--- src/rtl/approx_add_pkg.sv ---
// Shared definitions for the approximate-adder scheduler.
// Latency: n/a (types, constants and an elaboration-time helper only).
// Backpressure: n/a.
package approx_add_pkg;

    localparam int W_DEF    = 16;
    localparam int NREQ_DEF = 4;

    typedef enum logic [1:0] {
        ST_IDLE,
        ST_EXEC,
        ST_HOLD
    } state_t;

    // Bits needed to index n items (minimum 1 so that n=1 still yields a legal vector).
    function automatic int clog2(input int n);
        int r;
        r = 1;
        for (int i = 1; i < 32; i++) begin
            if ((1 << i) < n) begin
                r = i + 1;
            end
        end
        return r;
    endfunction

endpackage

--- src/rtl/approx_add_sched_if.sv ---
// Bundle for the scheduler: requester side, result side, external adder side, status.
// Latency: n/a (wiring only).
// Backpressure: req_valid/req_ready per requester, res_valid/res_ready on results.
// Ports: slave = scheduler view, master = environment (requesters, consumer, adder).
interface approx_add_sched_if
    import approx_add_pkg::*;
#(
    parameter int NREQ = NREQ_DEF,
    parameter int W    = W_DEF,
    parameter int IDW  = clog2(NREQ),
    parameter int CNTW = 16
);
    logic [NREQ-1:0]   req_valid;
    logic [NREQ-1:0]   req_ready;
    logic [NREQ*W-1:0] req_a;
    logic [NREQ*W-1:0] req_b;
    logic [W-1:0]      add_in1;
    logic [W-1:0]      add_in2;
    logic [W:0]        add_out;
    logic              res_valid;
    logic              res_ready;
    logic [W:0]        res_data;
    logic [IDW-1:0]    res_id;
    logic              busy;
    logic [CNTW-1:0]   ops_done;

    modport master (
        output req_valid, req_a, req_b, res_ready, add_out,
        input  req_ready, add_in1, add_in2, res_valid, res_data, res_id, busy, ops_done
    );

    modport slave (
        input  req_valid, req_a, req_b, res_ready, add_out,
        output req_ready, add_in1, add_in2, res_valid, res_data, res_id, busy, ops_done
    );

endinterface

--- src/rtl/approx_add_sched_rr_pick.sv ---
// Round-robin picker: first asserted request at or above ptr, wrapping modulo NREQ.
// Latency: purely combinational.
// Backpressure: none; the caller decides whether the pick is used as a grant.
// Ports: req (request vector), ptr (search start), gnt (one-hot), idx (winner), any.
module rr_pick #(
    parameter int NREQ = 4,
    parameter int IDW  = 2
) (
    input  logic [NREQ-1:0] req,
    input  logic [IDW-1:0]  ptr,
    output logic [NREQ-1:0] gnt,
    output logic [IDW-1:0]  idx,
    output logic            any
);

    int pos;

    always_comb begin
        gnt = '0;
        idx = '0;
        any = 1'b0;
        pos = 0;
        for (int k = 0; k < NREQ; k++) begin
            pos = (int'(ptr) + k) % NREQ;
            // Only the first hit in search order wins.
            if (!any && req[pos]) begin
                any      = 1'b1;
                gnt[pos] = 1'b1;
                idx      = IDW'(pos);
            end
        end
    end

endmodule

--- src/rtl/approx_add_sched.sv ---
// Time-shares one external combinational W-bit adder among NREQ requesters, round-robin.
// Latency: grant edge to res_valid is 2 edges; one result per 2 cycles with res_ready high.
// Backpressure: a held result blocks new grants until res_ready; grant and release can share a cycle.
// Ports: clk, rst (async, active high), bus (slave modport: requests, result, adder, status).
module approx_add_sched
    import approx_add_pkg::*;
#(
    parameter int NREQ = NREQ_DEF,
    parameter int W    = W_DEF,
    parameter int IDW  = clog2(NREQ),
    parameter int CNTW = 16
) (
    input  logic              clk,
    input  logic              rst,
    approx_add_sched_if.slave bus
);

    state_t          state;
    state_t          state_nxt;
    logic [IDW-1:0]  rr_ptr;
    logic [W-1:0]    op_a;
    logic [W-1:0]    op_b;
    logic [IDW-1:0]  op_id;
    logic            res_valid;
    logic [W:0]      res_data;
    logic [IDW-1:0]  res_id;
    logic [CNTW-1:0] ops_done;

    logic [NREQ-1:0] pick_gnt;
    logic [IDW-1:0]  pick_idx;
    logic            pick_any;
    logic            grant_ok;
    logic            do_grant;

    rr_pick #(
        .NREQ (NREQ),
        .IDW  (IDW)
    ) u_pick (
        .req (bus.req_valid),
        .ptr (rr_ptr),
        .gnt (pick_gnt),
        .idx (pick_idx),
        .any (pick_any)
    );

    // A new operation may start when nothing is in flight, or when the held
    // result is being consumed in this very cycle. Reset masks the grant so
    // req_ready reads zero while rst is high.
    always_comb begin
        grant_ok  = (state == ST_IDLE) || ((state == ST_HOLD) && bus.res_ready);
        do_grant  = grant_ok && pick_any && !rst;
        state_nxt = state;
        case (state)
            ST_IDLE: begin
                if (do_grant) begin
                    state_nxt = ST_EXEC;
                end
            end
            ST_EXEC: begin
                state_nxt = ST_HOLD;
            end
            ST_HOLD: begin
                if (bus.res_ready) begin
                    state_nxt = do_grant ? ST_EXEC : ST_IDLE;
                end
            end
            default: begin
                state_nxt = ST_IDLE;
            end
        endcase
    end

    always_ff @(posedge clk or posedge rst) begin
        if (rst) begin
            state <= ST_IDLE;
        end else begin
            state <= state_nxt;
        end
    end

    always_ff @(posedge clk or posedge rst) begin
        if (rst) begin
            rr_ptr    <= '0;
            op_a      <= '0;
            op_b      <= '0;
            op_id     <= '0;
            res_valid <= 1'b0;
            res_data  <= '0;
            res_id    <= '0;
            ops_done  <= '0;
        end else begin
            if (do_grant) begin
                op_a   <= bus.req_a[int'(pick_idx)*W +: W];
                op_b   <= bus.req_b[int'(pick_idx)*W +: W];
                op_id  <= pick_idx;
                rr_ptr <= (int'(pick_idx) == NREQ - 1) ? '0 : pick_idx + 1'b1;
            end
            if (state == ST_EXEC) begin
                // Adder has had the whole EXEC cycle to settle on op_a/op_b.
                res_data  <= bus.add_out;
                res_id    <= op_id;
                res_valid <= 1'b1;
                if (ops_done != '1) begin
                    ops_done <= ops_done + 1'b1;
                end
            end else if ((state == ST_HOLD) && bus.res_ready) begin
                res_valid <= 1'b0;
            end
        end
    end

    assign bus.req_ready = do_grant ? pick_gnt : '0;
    assign bus.add_in1   = op_a;
    assign bus.add_in2   = op_b;
    assign bus.res_valid = res_valid;
    assign bus.res_data  = res_data;
    assign bus.res_id    = res_id;
    assign bus.busy      = (state != ST_IDLE);
    assign bus.ops_done  = ops_done;

endmodule

--- src/flat_wrapper.sv ---
// flat-port wrapper written by rule: the top's interface ports become plain ports
module approx_add_sched_flat import approx_add_pkg::*;
#(
    parameter int NREQ = NREQ_DEF,
    parameter int W    = W_DEF,
    parameter int IDW  = clog2(NREQ),
    parameter int CNTW = 16
)
  (clk, rst, bus_req_valid, bus_req_a, bus_req_b, bus_res_ready, bus_add_out, bus_req_ready, bus_add_in1, bus_add_in2, bus_res_valid, bus_res_data, bus_res_id, bus_busy, bus_ops_done);
  approx_add_sched_if #(.NREQ(NREQ), .W(W), .IDW(IDW), .CNTW(CNTW)) bus_i ();
  input  logic clk;
  input  logic rst;
  input wire logic [$bits(bus_i.req_valid)-1:0] bus_req_valid;
  input wire logic [$bits(bus_i.req_a)-1:0] bus_req_a;
  input wire logic [$bits(bus_i.req_b)-1:0] bus_req_b;
  input wire logic [$bits(bus_i.res_ready)-1:0] bus_res_ready;
  input wire logic [$bits(bus_i.add_out)-1:0] bus_add_out;
  output wire logic [$bits(bus_i.req_ready)-1:0] bus_req_ready;
  output wire logic [$bits(bus_i.add_in1)-1:0] bus_add_in1;
  output wire logic [$bits(bus_i.add_in2)-1:0] bus_add_in2;
  output wire logic [$bits(bus_i.res_valid)-1:0] bus_res_valid;
  output wire logic [$bits(bus_i.res_data)-1:0] bus_res_data;
  output wire logic [$bits(bus_i.res_id)-1:0] bus_res_id;
  output wire logic [$bits(bus_i.busy)-1:0] bus_busy;
  output wire logic [$bits(bus_i.ops_done)-1:0] bus_ops_done;
  assign bus_i.req_valid = bus_req_valid;
  assign bus_i.req_a = bus_req_a;
  assign bus_i.req_b = bus_req_b;
  assign bus_i.res_ready = bus_res_ready;
  assign bus_i.add_out = bus_add_out;
  assign bus_req_ready = bus_i.req_ready;
  assign bus_add_in1 = bus_i.add_in1;
  assign bus_add_in2 = bus_i.add_in2;
  assign bus_res_valid = bus_i.res_valid;
  assign bus_res_data = bus_i.res_data;
  assign bus_res_id = bus_i.res_id;
  assign bus_busy = bus_i.busy;
  assign bus_ops_done = bus_i.ops_done;
  approx_add_sched #(.NREQ(NREQ), .W(W), .IDW(IDW), .CNTW(CNTW)) u_core (.clk(clk), .rst(rst), .bus(bus_i));
endmodule
--- config.mk ---
export PLATFORM = sky130hd
export DESIGN_NAME = approx_add_sched_flat
export DESIGN_NICKNAME = d
export VERILOG_FILES = /design/src/rtl/approx_add_pkg.sv /design/src/rtl/approx_add_sched_if.sv /design/src/rtl/approx_add_sched_rr_pick.sv /design/src/rtl/approx_add_sched.sv /design/src/flat_wrapper.sv
export SDC_FILE = /design/constraint.sdc
export NUM_CORES = 1
export LEC_CHECK = 0
export ABC_AREA = 0
export BUFFER_PORTS_ARGS = -buffer_cell sky130_fd_sc_hd__buf_2
export CORE_ASPECT_RATIO = 0.7
export CORE_MARGIN = 5
export CORE_UTILIZATION = 47
export DETAILED_ROUTE_END_ITERATION = 16
export PLACE_DENSITY_LB_ADDON = 0.2
export SKIP_LAST_GASP = 1
export SLEW_MARGIN = 30
export SYNTH_ARGS = -nofsm -noshare
export SYNTH_HDL_FRONTEND = slang
export SYNTH_SLANG_ARGS = --single-unit
--- constraint.sdc ---
create_clock -name clk -period 3.5 [get_ports clk]
set_clock_uncertainty 0.1 [all_clocks]
set_input_delay 0.525 -clock clk [delete_from_list [all_inputs] [get_ports clk]]
set_output_delay 0.525 -clock clk [all_outputs]
set_load 0.03 [all_outputs]
==> metrics.yaml, run 1 <==
status: "completed"
r2r_cells: 9
setup-tns-final_ns: 0
syn_area_mm2: 0.005082
cts_resized: 0
grt_pass1_vias: 4501
path_clk_slew_ns: 0.06
slew_violations: 0
fin_crit_sh_pct: 93.20
overflow: 0
antenna_found_initial: 2
ys_async_sr_fraction_pct: 100.0
drtIter0Drc: 198
clk_latency_ns: 0.33
ys_dominant_reg_cell: "dfrtp_1"
tritoncts: "yes"
hold_violations: 0
die_area_mm2: 0.01303
critical_path_class: "register to output pin"
drtPass1Iterations: 4
fillers: 857
setup_ws_ns: 0.2379
rsz0062_at_grt: "no"
final_antenna_net_count: 0
start_kind: "register"
fp.dieH_um: 97
start_util_pct: 48.53
relSlewSlack_pct: 51.05
synth_edf_count: 0
synthToLayoutAreaGrowth_pct: 28.85
ys_seq_elements: 79
syn_nets: 611
setup_viol: 0
required_ns: 2.87
coreArea_mm2: 0.01047
route.detailed.drc: 0
fp.dieW_um: 134.3
max-cap-violations: 0
grt_max_degree: 45
p_leak_nw: 3.289
synth_warnings: 0
yosysSeqAreaShare_pct: 38.90
clkSinkCount: 79
cp-end-kind: "output pin"
totalWireLength_mm: 14.20
numPortBuffers: 254
io_pins: 255
hold_buffers: 0
mostFrequentLayoutCell: "buf_2"
detail_route.wl_per_cell_um: 17.53
synth_area_per_cell_um2: 11.34
hpwl_mm: 11.33
hold_class: "input port to async pin"
drive_above_1_share_pct: 52.96
grt_usage_pct: 21.33
worstMarginPinSlew_ns: 0.7343
htreeDepth: 3
final_nets: 834
finalCriticalPeriod_ns: 3.262
num_rows: 31
via_per_inst: 5.351
timing.rr.start: "u_core.rr_ptr[0]"
final_cell_mix: "buf_2 (254), dfrtp_1 (79), mux2i_1 (66)"
max_freq_mhz: 306.6
numCtsBuffers: 9
yosysUniqueCellTypes: 59
r2r_slack_ns: 0.56
grt_pass1_wl_mm: 22.63
dp_slack_ns: 0.5410
reg2reg_to: "u_core.bus.add_in2[9]"
place.gp.congestion: 0.8739
clockBufferDepth: 2
post_cts_buffers: 0
power.density_mw_per_mm2: 973.7
crit_arrival_ns: 2.64
vias: 4334
netlist_instances: 448
peakVddDrop_mv: 0.5713
worstPathMaxFanout: 6
cts-root-buf: "clkbuf_16"
-- registers in the layout, indices dropped and copies added (netlist names), 2 cells and up --
signal	cells
u_core.bus.add_in2	16
u_core.bus.add_in1	16
u_core.rr_ptr	5
u_core.bus.ops_done	16
u_core.state	2
u_core.bus.res_data	17
u_core.op_id	3
u_core.bus.res_id	3
-- metrics by stage --
step	utilization, %	power [mW]	cell area [um^2]	hold WS [ns]	instances
floorplan	-	4.723	5082	0.3402	448
global placement	59.57	5.397	6238	0.3666	792
detailed placement	59.57	5.475	6238	0.3698	792
CTS	62.49	6.436	6544	0.2337	808
global route	62.53	6.768	6549	0.2667	810
finish	62.53	6.377	6549	0.1971	810
-- worst max path at each step --
stage | slack (ns) | to | cells after the start | startpoint
after floorplan | 0.15 | bus_req_ready[2] | 9 | u_core.rr_ptr[1]
after global placement | 0.62 | bus_req_ready[1] | 8 | bus_req_valid[2]
after detailed placement | 0.54 | u_core.bus.add_in2[9] | 9 | u_core.rr_ptr[0]
after CTS | 0.22 | bus_req_ready[2] | 9 | u_core.rr_ptr[0]
after global routing | 0.10 | bus_req_ready[3] | 8 | u_core.rr_ptr[1]
final | 0.24 | bus_req_ready[1] | 8 | u_core.rr_ptr[0]
-- report_power, final --
part           switching, mW  internal (mW)  total (mW)  leakage, nW
logic                   2.46           1.52        3.98         2.15
registers              0.214           1.24        1.45         1.00
clock network          0.386          0.560       0.946        0.142
-- per-layer routing --
| layer | share of wire, % | vias to the layer above | wire length (um) | GRT usage [%] |
|---|---|---|---|---|
| met5 | 0 | - | 0 | 0 |
| met4 | 2.4 | 0 | 340 | 7.512 |
| met3 | 9.2 | 29 | 1306 | 6.172 |
| met2 | 49 | 218 | 6908 | 35.68 |
| met1 | 40 | 2022 | 5647 | 26.29 |
| li1 | - | 2065 | - | - |
-- logic make-up (layout without fill, tap and decap cells) --
logic type / count (synthesis) / after routing / synth area share (%)
fa+ha+maj: 11 / 11 / 2.708
simple gates: 104 / 104 / 10.44
flops: 79 / 79 / 38.90
compound gates: 77 / 77 / 16.52
xor+xnor: 16 / 16 / 2.757
buf+inv: 70 / 298 / 9.478
mux: 91 / 91 / 19.20
other cells: 0 / 2 / 0
-- area by class of cell --
cell class / instances / area (um^2) / share of cell area, %
clock buffers: 9 / 225.2 / 3.439
repair buffers: 269 / 1409 / 21.51
multi-input cells: 299 / 2638 / 40.28
flip-flops and latches: 79 / 1977 / 30.19
inverters: 13 / 50.05 / 0.7642
clock inverters: 7 / 80.08 / 1.223
diodes: 2 / 5.005 / 0.07642
well taps: 132 / 165.2 / 2.522
-- cells in the mapped netlist, types with 2 or more instances --
| cell | n | area [um^2] |
|---|---|---|
| nor2b_1 | 4 | 25.02 |
| a22o_1 | 2 | 17.52 |
| mux4_2 | 3 | 67.56 |
| nor3_1 | 3 | 15.01 |
| a221oi_1 | 3 | 26.28 |
| mux2_2 | 22 | 247.7 |
| buf_2 | 7 | 35.03 |
| o22ai_1 | 4 | 25.02 |
| and2_1 | 3 | 18.77 |
| nor2_4 | 2 | 22.52 |
| nand2b_1 | 3 | 18.77 |
| nor2_1 | 10 | 37.54 |
| or3_1 | 2 | 12.51 |
| a21o_1 | 2 | 15.01 |
| o21ai_0 | 5 | 25.02 |
| buf_6 | 11 | 123.9 |
| clkbuf_1 | 5 | 18.77 |
| nand3_1 | 9 | 45.04 |
| xnor2_1 | 12 | 105.1 |
| o31ai_1 | 2 | 15.01 |
| mux2i_1 | 66 | 660.6 |
| a21oi_1 | 4 | 20.02 |
| dfrtp_1 | 79 | 1977 |
| and4_1 | 2 | 17.52 |
| a211oi_1 | 2 | 15.01 |
| inv_1 | 13 | 48.80 |
| nand4_1 | 5 | 31.28 |
| o221ai_2 | 31 | 465.5 |
| a31oi_1 | 4 | 25.02 |
| xor2_1 | 4 | 35.03 |
| buf_4 | 34 | 255.2 |
| ha_1 | 11 | 137.6 |
| a22oi_1 | 2 | 15.01 |
| and3_1 | 2 | 12.51 |
| nand2_1 | 51 | 191.4 |
-- worst max-delay path, cell delays in order (launching register included) --
cell	delay (ns)
dfrtp_1	0.34
inv_1	0.12
ha_1	0.35
mux4_2	0.61
and2_1	0.21
a22o_1	0.23
a221oi_1	0.22
nor2_1	0.06
buf_2	0.18
No activity file was read; power rests on OpenSTA's default activity.
==> inputs of run 2 (changes only) <==
--- a/config.mk
+++ b/config.mk
@@ -11,7 +11,7 @@
 export CORE_MARGIN = 5
 export CORE_UTILIZATION = 47
 export DETAILED_ROUTE_END_ITERATION = 16
-export PLACE_DENSITY_LB_ADDON = 0.2
+export PLACE_DENSITY = 0.82
 export SKIP_LAST_GASP = 1
 export SLEW_MARGIN = 30
 export SYNTH_ARGS = -nofsm -noshare
==> run 2 against run 1 <==
Final cell count is 0.74% higher. Routed wire length up 7.4%. Hold slack improved by 0.022 ns. Cell area up 0.65%. Sequential share of layout area down 0.19 points. Highest routed layer unchanged. Combinational power increased by 2%. Non-clock buffer count grew 3. Core utilization is 0.41 points higher. First-iteration DRC count is 7.6% higher. Critical path type unchanged. Sequential cell count unchanged.
==> metrics.yaml, run 2 (synthesis results as in run 1) <==
numPortBuffers: 254  # unchanged
p_leak_nw: 3.316  # was 3.289 nW
seq_area_mm2: 0.001977  # unchanged
hold_buffers: 0  # unchanged
totalWireLength_mm: 15.25  # was 14.20 mm
start_util_pct: 48.53  # unchanged
fillers: 844  # was 857
clock_power_share_pct: 15.3  # was 14.8%
num_rows: 31  # unchanged
fin_area_mm2: 0.006591  # was 0.006549 mm^2
required_ns: 2.87  # about the same
die_area_mm2: 0.01303  # unchanged
final_cell_mix: "buf_2 (254), dfrtp_1 (79), mux2i_1 (66)"  # unchanged
dp_slack_ns: 0.4474  # was 0.5410 ns
hold_class: "input port to async pin"  # unchanged
fp.dieH_um: 97  # unchanged
status: "completed"  # unchanged
final_cells: 816  # was 810
path_clk_slew_ns: 0.07  # was 0.06 ns
total_power_mw: 6.498  # was 6.377 mW
hold_violations: 0  # unchanged
finalCriticalPeriod_ns: 3.299  # was 3.262 ns
regMostFlops: "u_core.bus.res_data"  # unchanged
grt_pass1_wl_mm: 24.08  # was 22.63 mm
p_comb_share_pct: 62.2  # was 62.4%
power.internal_mw: 3.359  # was 3.317 mW
critical_path_class: "register to output pin"  # unchanged
max_freq_mhz: 303.1  # was 306.6 MHz
hpwl_mm: 11.83  # was 11.33 mm
max-cap-violations: 0  # unchanged
power.density_mw_per_mm2: 985.8  # was 973.7 mW/mm^2
detail_route.wl_per_cell_um: 18.69  # was 17.53 um
dpl_cell_area_mm2: 0.006241  # was 0.006238 mm^2
fin_crit_sh_pct: 94.26  # was 93.20%
antenna_found_initial: 5  # was 2
drive_above_1_share_pct: 53.46  # was 52.96%
switching_share_pct: 48.30  # was 47.98%
via_per_inst: 5.442  # was 5.351
final_antenna_net_count: 0  # unchanged
fp.dieW_um: 134.3  # unchanged
setup_viol: 0  # unchanged
worstPathMaxFanout: 22  # was 6
htreeDepth: 3  # unchanged
largest_reg_flops: 17  # unchanged
drtPass1Iterations: 6  # was 4
route.detailed.drc: 0  # unchanged
coreArea_mm2: 0.01047  # unchanged
p_seq_share_pct: 22.6  # was 22.8%
tritoncts: "yes"  # unchanged
slew_violations: 0  # unchanged
grt_max_degree: 50  # was 45
grt_pass1_vias: 4620  # was 4501
grt_usage_pct: 22.78  # was 21.33%
crit_arrival_ns: 2.67  # was 2.64 ns
numCtsBuffers: 9  # unchanged
mostFrequentLayoutCell: "buf_2"  # unchanged
clkSinkCount: 79  # unchanged
clk_latency_ns: 0.33  # about the same
worstMarginPinSlew_ns: 0.8304  # was 0.7343 ns
peakVddDrop_mv: 0.4913  # was 0.5713 mV
cts-root-buf: "clkbuf_16"  # unchanged
synthToLayoutAreaGrowth_pct: 29.69  # was 28.85%
drtIter0Drc: 213  # was 198
place.gp.congestion: 0.9216  # was 0.8739
dp_cells: 794  # was 792
vias: 4441  # was 4334
relSlewSlack_pct: 44.64  # was 51.05%
setup_ws_ns: 0.2007  # was 0.2379 ns
multi_input_area_mm2: 0.002655  # was 0.002638 mm^2
switchingPower_mw: 3.138  # was 3.060 mW
clockBufferDepth: 2  # unchanged
start_kind: "register"  # unchanged
overflow: 0  # unchanged
cp-end-kind: "output pin"  # unchanged
final_nets: 837  # was 834
io_pins: 255  # unchanged
[run 2: repair_timing]
action                     4_1_cts  5_1_grt
resized for setup                0        2
setup endpoints to repair        0        3
setup buffers                    0        1
[run 2: layout make-up]
cell class                      instances  area share (%)
Multi-Input combinational cell        299           40.28
Tap cell                              132           2.506
Antenna cell                            5          0.1898
Sequential cell                        79           29.99
Clock inverter                          7           1.329
Clock buffer                            9           3.417
Inverter                               13          0.7593
Timing Repair Buffer                  272           21.53
[run 2: critical path: stages, from the launching register on]
cell and delay, ns:
dfrtp_1 0.35, buf_4 0.27, mux4_2 0.60, nor2b_4 0.17, and2_1 0.17, a21o_1 0.16, a221oi_1 0.28, a21oi_1 0.11
buf_2 0.22
[run 2: power groups by stage]
| stage | clock, mW | sequential, mW | combinational [mW] |
|---|---|---|---|
| 2_1_floorplan | 0 | 2.00 | 2.72 |
| 3_3_place_gp | 0 | 1.46 | 3.90 |
| 3_5_place_dp | 0 | 1.47 | 4.01 |
| 4_1_cts | 1.01 | 1.47 | 4.02 |
| 5_1_grt | 1.05 | 1.51 | 4.30 |
| 6_report | 0.993 | 1.47 | 4.04 |
[run 2: path summary, 6_finish.rpt]
check	depth (start not counted)	endpoint	from	slack, ns
max	8	bus_req_ready[2]	u_core.rr_ptr[0]	0.20
min	2	u_core.state[1]	rst	0.22
max reg2reg	9	u_core.bus.add_in1[12]	u_core.rr_ptr[0]	0.39
min reg2reg	2	u_core.op_id[1]	u_core.op_id[1]	0.38
max in group asynchronous	3	u_core.bus.add_in1[1]	rst	2.32
min in group clk	2	u_core.bus.res_valid	bus_res_ready	0.29
[run 2: metrics by stage]
step	setup TNS (ns)	util [%]	hold slack (ns)
final	0	62.94	0.2191
after floorplan	0	-	0.3402
after detailed placement	0	59.59	0.3635
after global routing	-0.004935	62.94	0.2840
after CTS	0	62.58	0.2515
after global placement	0	59.59	0.3637
[run 2: metal layers]
layer  vias to the layer above  track usage [%]  routed length (um)
li1                       2072                -                   -
met3                        25            6.432                1230
met4                         0            9.077                 346
met2                       229            38.07                7549
met5                         -                0                   0
met1                      2115            27.74                6124
==> inputs of run 3 (changes only) <==
--- a/config.mk
+++ b/config.mk
@@ -7,7 +7,7 @@
 export LEC_CHECK = 0
 export ABC_AREA = 0
 export BUFFER_PORTS_ARGS = -buffer_cell sky130_fd_sc_hd__buf_2
-export CORE_ASPECT_RATIO = 0.7
+export CORE_ASPECT_RATIO = 0.5
 export CORE_MARGIN = 5
 export CORE_UTILIZATION = 47
 export DETAILED_ROUTE_END_ITERATION = 16
==> run 3 against run 2 <==
First-iteration DRC count up 18%. Highest routed layer is now met5. Sequential share of layout area up 0.15 points. Largest power group unchanged. Final cell count down 0.49%. Register-to-register slack better by 0.10 ns. Global-route usage down 1.2 points. Setup slack better by 0.012 ns. Critical path type unchanged. Sequential cell count unchanged. Fmax up 0.37%.
==> metrics.yaml, run 3 (synthesis results as in run 1) <==
setup_viol: 0  # unchanged
die_area_mm2: 0.01312  # was 0.01303 mm^2
largest_reg_flops: 17  # unchanged
use_met3_pct: 3.780  # was 6.432%
io_pins: 255  # unchanged
fp.dieW_um: 157.1  # was 134.3 um
clockBufferDepth: 2  # unchanged
power.internal_mw: 3.413  # was 3.359 mW
mostFrequentLayoutCell: "buf_2"  # unchanged
rsz0062_at_grt: "no"
hold_buffers: 0  # unchanged
path_clk_slew_ns: 0.06  # was 0.07 ns
dp_cells: 798  # was 794
slew_violations: 0  # unchanged
grt_pass1_wl_mm: 22.98  # was 24.08 mm
top_usage_layer: "met2"  # unchanged
post_cts_buffers: 0  # unchanged
final_cell_mix: "buf_2 (254), dfrtp_1 (79), mux2i_1 (66)"  # unchanged
regMostFlops: "u_core.bus.res_data"  # unchanged
relSlewSlack_pct: 56.64  # was 44.64%
final_cells: 812  # was 816
finalCriticalPeriod_ns: 3.287  # was 3.299 ns
p_comb_share_pct: 61.6  # was 62.2%
grt_usage_pct: 21.61  # was 22.78%
clk_latency_ns: 0.33  # about the same
overflow: 0  # unchanged
use_met2_pct: 39.27  # was 38.07%
hold_violations: 0  # unchanged
synthToLayoutAreaGrowth_pct: 29.03  # was 29.69%
totalWireLength_mm: 14.27  # was 15.25 mm
p_seq_share_pct: 22.8  # was 22.6%
final_nets: 832  # was 837
switching_share_pct: 46.98  # was 48.30%
fp.dieH_um: 83.53  # was 97 um
numPortBuffers: 254  # unchanged
worstMarginPinSlew_ns: 0.6503  # was 0.8304 ns
switchingPower_mw: 3.025  # was 3.138 mW
drtPass1Iterations: 4  # was 6
route.detailed.drc: 0  # unchanged
fillers: 871  # was 844
clock_power_share_pct: 15.6  # was 15.3%
diodes: 0  # was 5
fin_crit_sh_pct: 93.91  # was 94.26%
hpwl_mm: 11.14  # was 11.83 mm
grt_pass1_vias: 4542  # was 4620
start_util_pct: 48.98  # was 48.53%
status: "completed"  # unchanged
hold_class: "input port to async pin"  # unchanged
coreArea_mm2: 0.01038  # was 0.01047 mm^2
place.gp.congestion: 0.8892  # was 0.9216
crit_arrival_ns: 2.66  # was 2.67 ns
power.density_mw_per_mm2: 981.7  # was 985.8 mW/mm^2
htreeDepth: 3  # unchanged
setup-tns-final_ns: 0  # unchanged
tritoncts: "yes"  # unchanged
cp-end-kind: "output pin"  # unchanged
final_antenna_net_count: 0  # unchanged
cts-root-buf: "clkbuf_16"  # unchanged
num_rows: 26  # was 31
p_leak_nw: 3.290  # was 3.316 nW
vias: 4311  # was 4441
numCtsBuffers: 9  # unchanged
max_freq_mhz: 304.2  # was 303.1 MHz
drtIter0Drc: 252  # was 213
grt_max_degree: 63  # was 50
clkSinkCount: 79  # unchanged
detail_route.wl_per_cell_um: 17.58  # was 18.69 um
cts_resized: 0  # unchanged
required_ns: 2.87  # about the same
via_per_inst: 5.309  # was 5.442
gr-usage-met1_pct: 26.28  # was 27.74%
critical_path_class: "register to output pin"  # unchanged
worstPathMaxFanout: 12  # was 22
peakVddDrop_mv: 0.4896  # was 0.4913 mV
max-cap-violations: 0  # unchanged
holdWs_ns: 0.1726  # was 0.2191 ns
start_kind: "register"  # unchanged
drive_above_1_share_pct: 52.83  # was 53.46%
antenna_found_initial: 1  # was 5
## run 3: metal layers
metal,share of wire [%],vias up
met5,0.049,-
met4,1.6,2
met3,5.7,21
met2,54,129
met1,39,2100
li1,-,2059
## run 3: cell type report
cell class | count | area, um^2 | share of cell area [%]
clock buffers | 11 | 252.7 | 3.854
clock inverters | 3 | 67.56 | 1.030
inverters | 13 | 53.80 | 0.8205
multi-input cells | 299 | 2650 | 40.41
flip-flops and latches | 79 | 1977 | 30.15
well taps | 140 | 175.2 | 2.671
repair buffers | 267 | 1381 | 21.06
## run 3: final timing paths
path	start	endpoint	slack (ns)	cells past startpoint
setup / recovery	u_core.rr_ptr[1]	bus_req_ready[1]	0.21	8
hold / removal	rst	u_core.op_id[30]	0.17	2
setup reg to reg	u_core.rr_ptr[1]	u_core.bus.add_in2[15]	0.49	8
hold reg to reg	u_core.op_id[1]	u_core.op_id[1]	0.37	2
max in group asynchronous	rst	u_core.bus.ops_done[2]	2.46	3
min in group clk	bus_res_ready	u_core.bus.res_valid	0.30	2
## run 3: critical path, cell delays in order (launching register included)
cell,delay (ns)
dfrtp_1,0.34
inv_1,0.12
ha_4,0.36
mux4_2,0.61
and2_1,0.21
a22o_1,0.23
a221oi_1,0.21
nor2_1,0.06
buf_2,0.18
## run 3: through the flow
stage | setup WS (ns) | cell area, um^2 | util (%) | total power, mW
2_1_floorplan | 0.1531 | 5082 | - | 4.723
5_1_grt | 0.05727 | 6558 | 63.19 | 6.833
4_1_cts | 0.02379 | 6545 | 63.07 | 6.461
3_5_place_dp | 0.3254 | 6225 | 59.98 | 5.440
6_report | 0.2130 | 6558 | 63.19 | 6.437
3_3_place_gp | 0.4101 | 6221 | 59.95 | 5.327
## run 3: power groups by stage
stage | sequential, mW | clock (mW) | combinational, mW
after floorplan | 2.00 | 0 | 2.72
after global routing | 1.52 | 1.07 | 4.24
final | 1.47 | 1.01 | 3.97
after detailed placement | 1.47 | 0 | 3.97
after global placement | 1.46 | 0 | 3.87
after CTS | 1.47 | 1.02 | 3.97
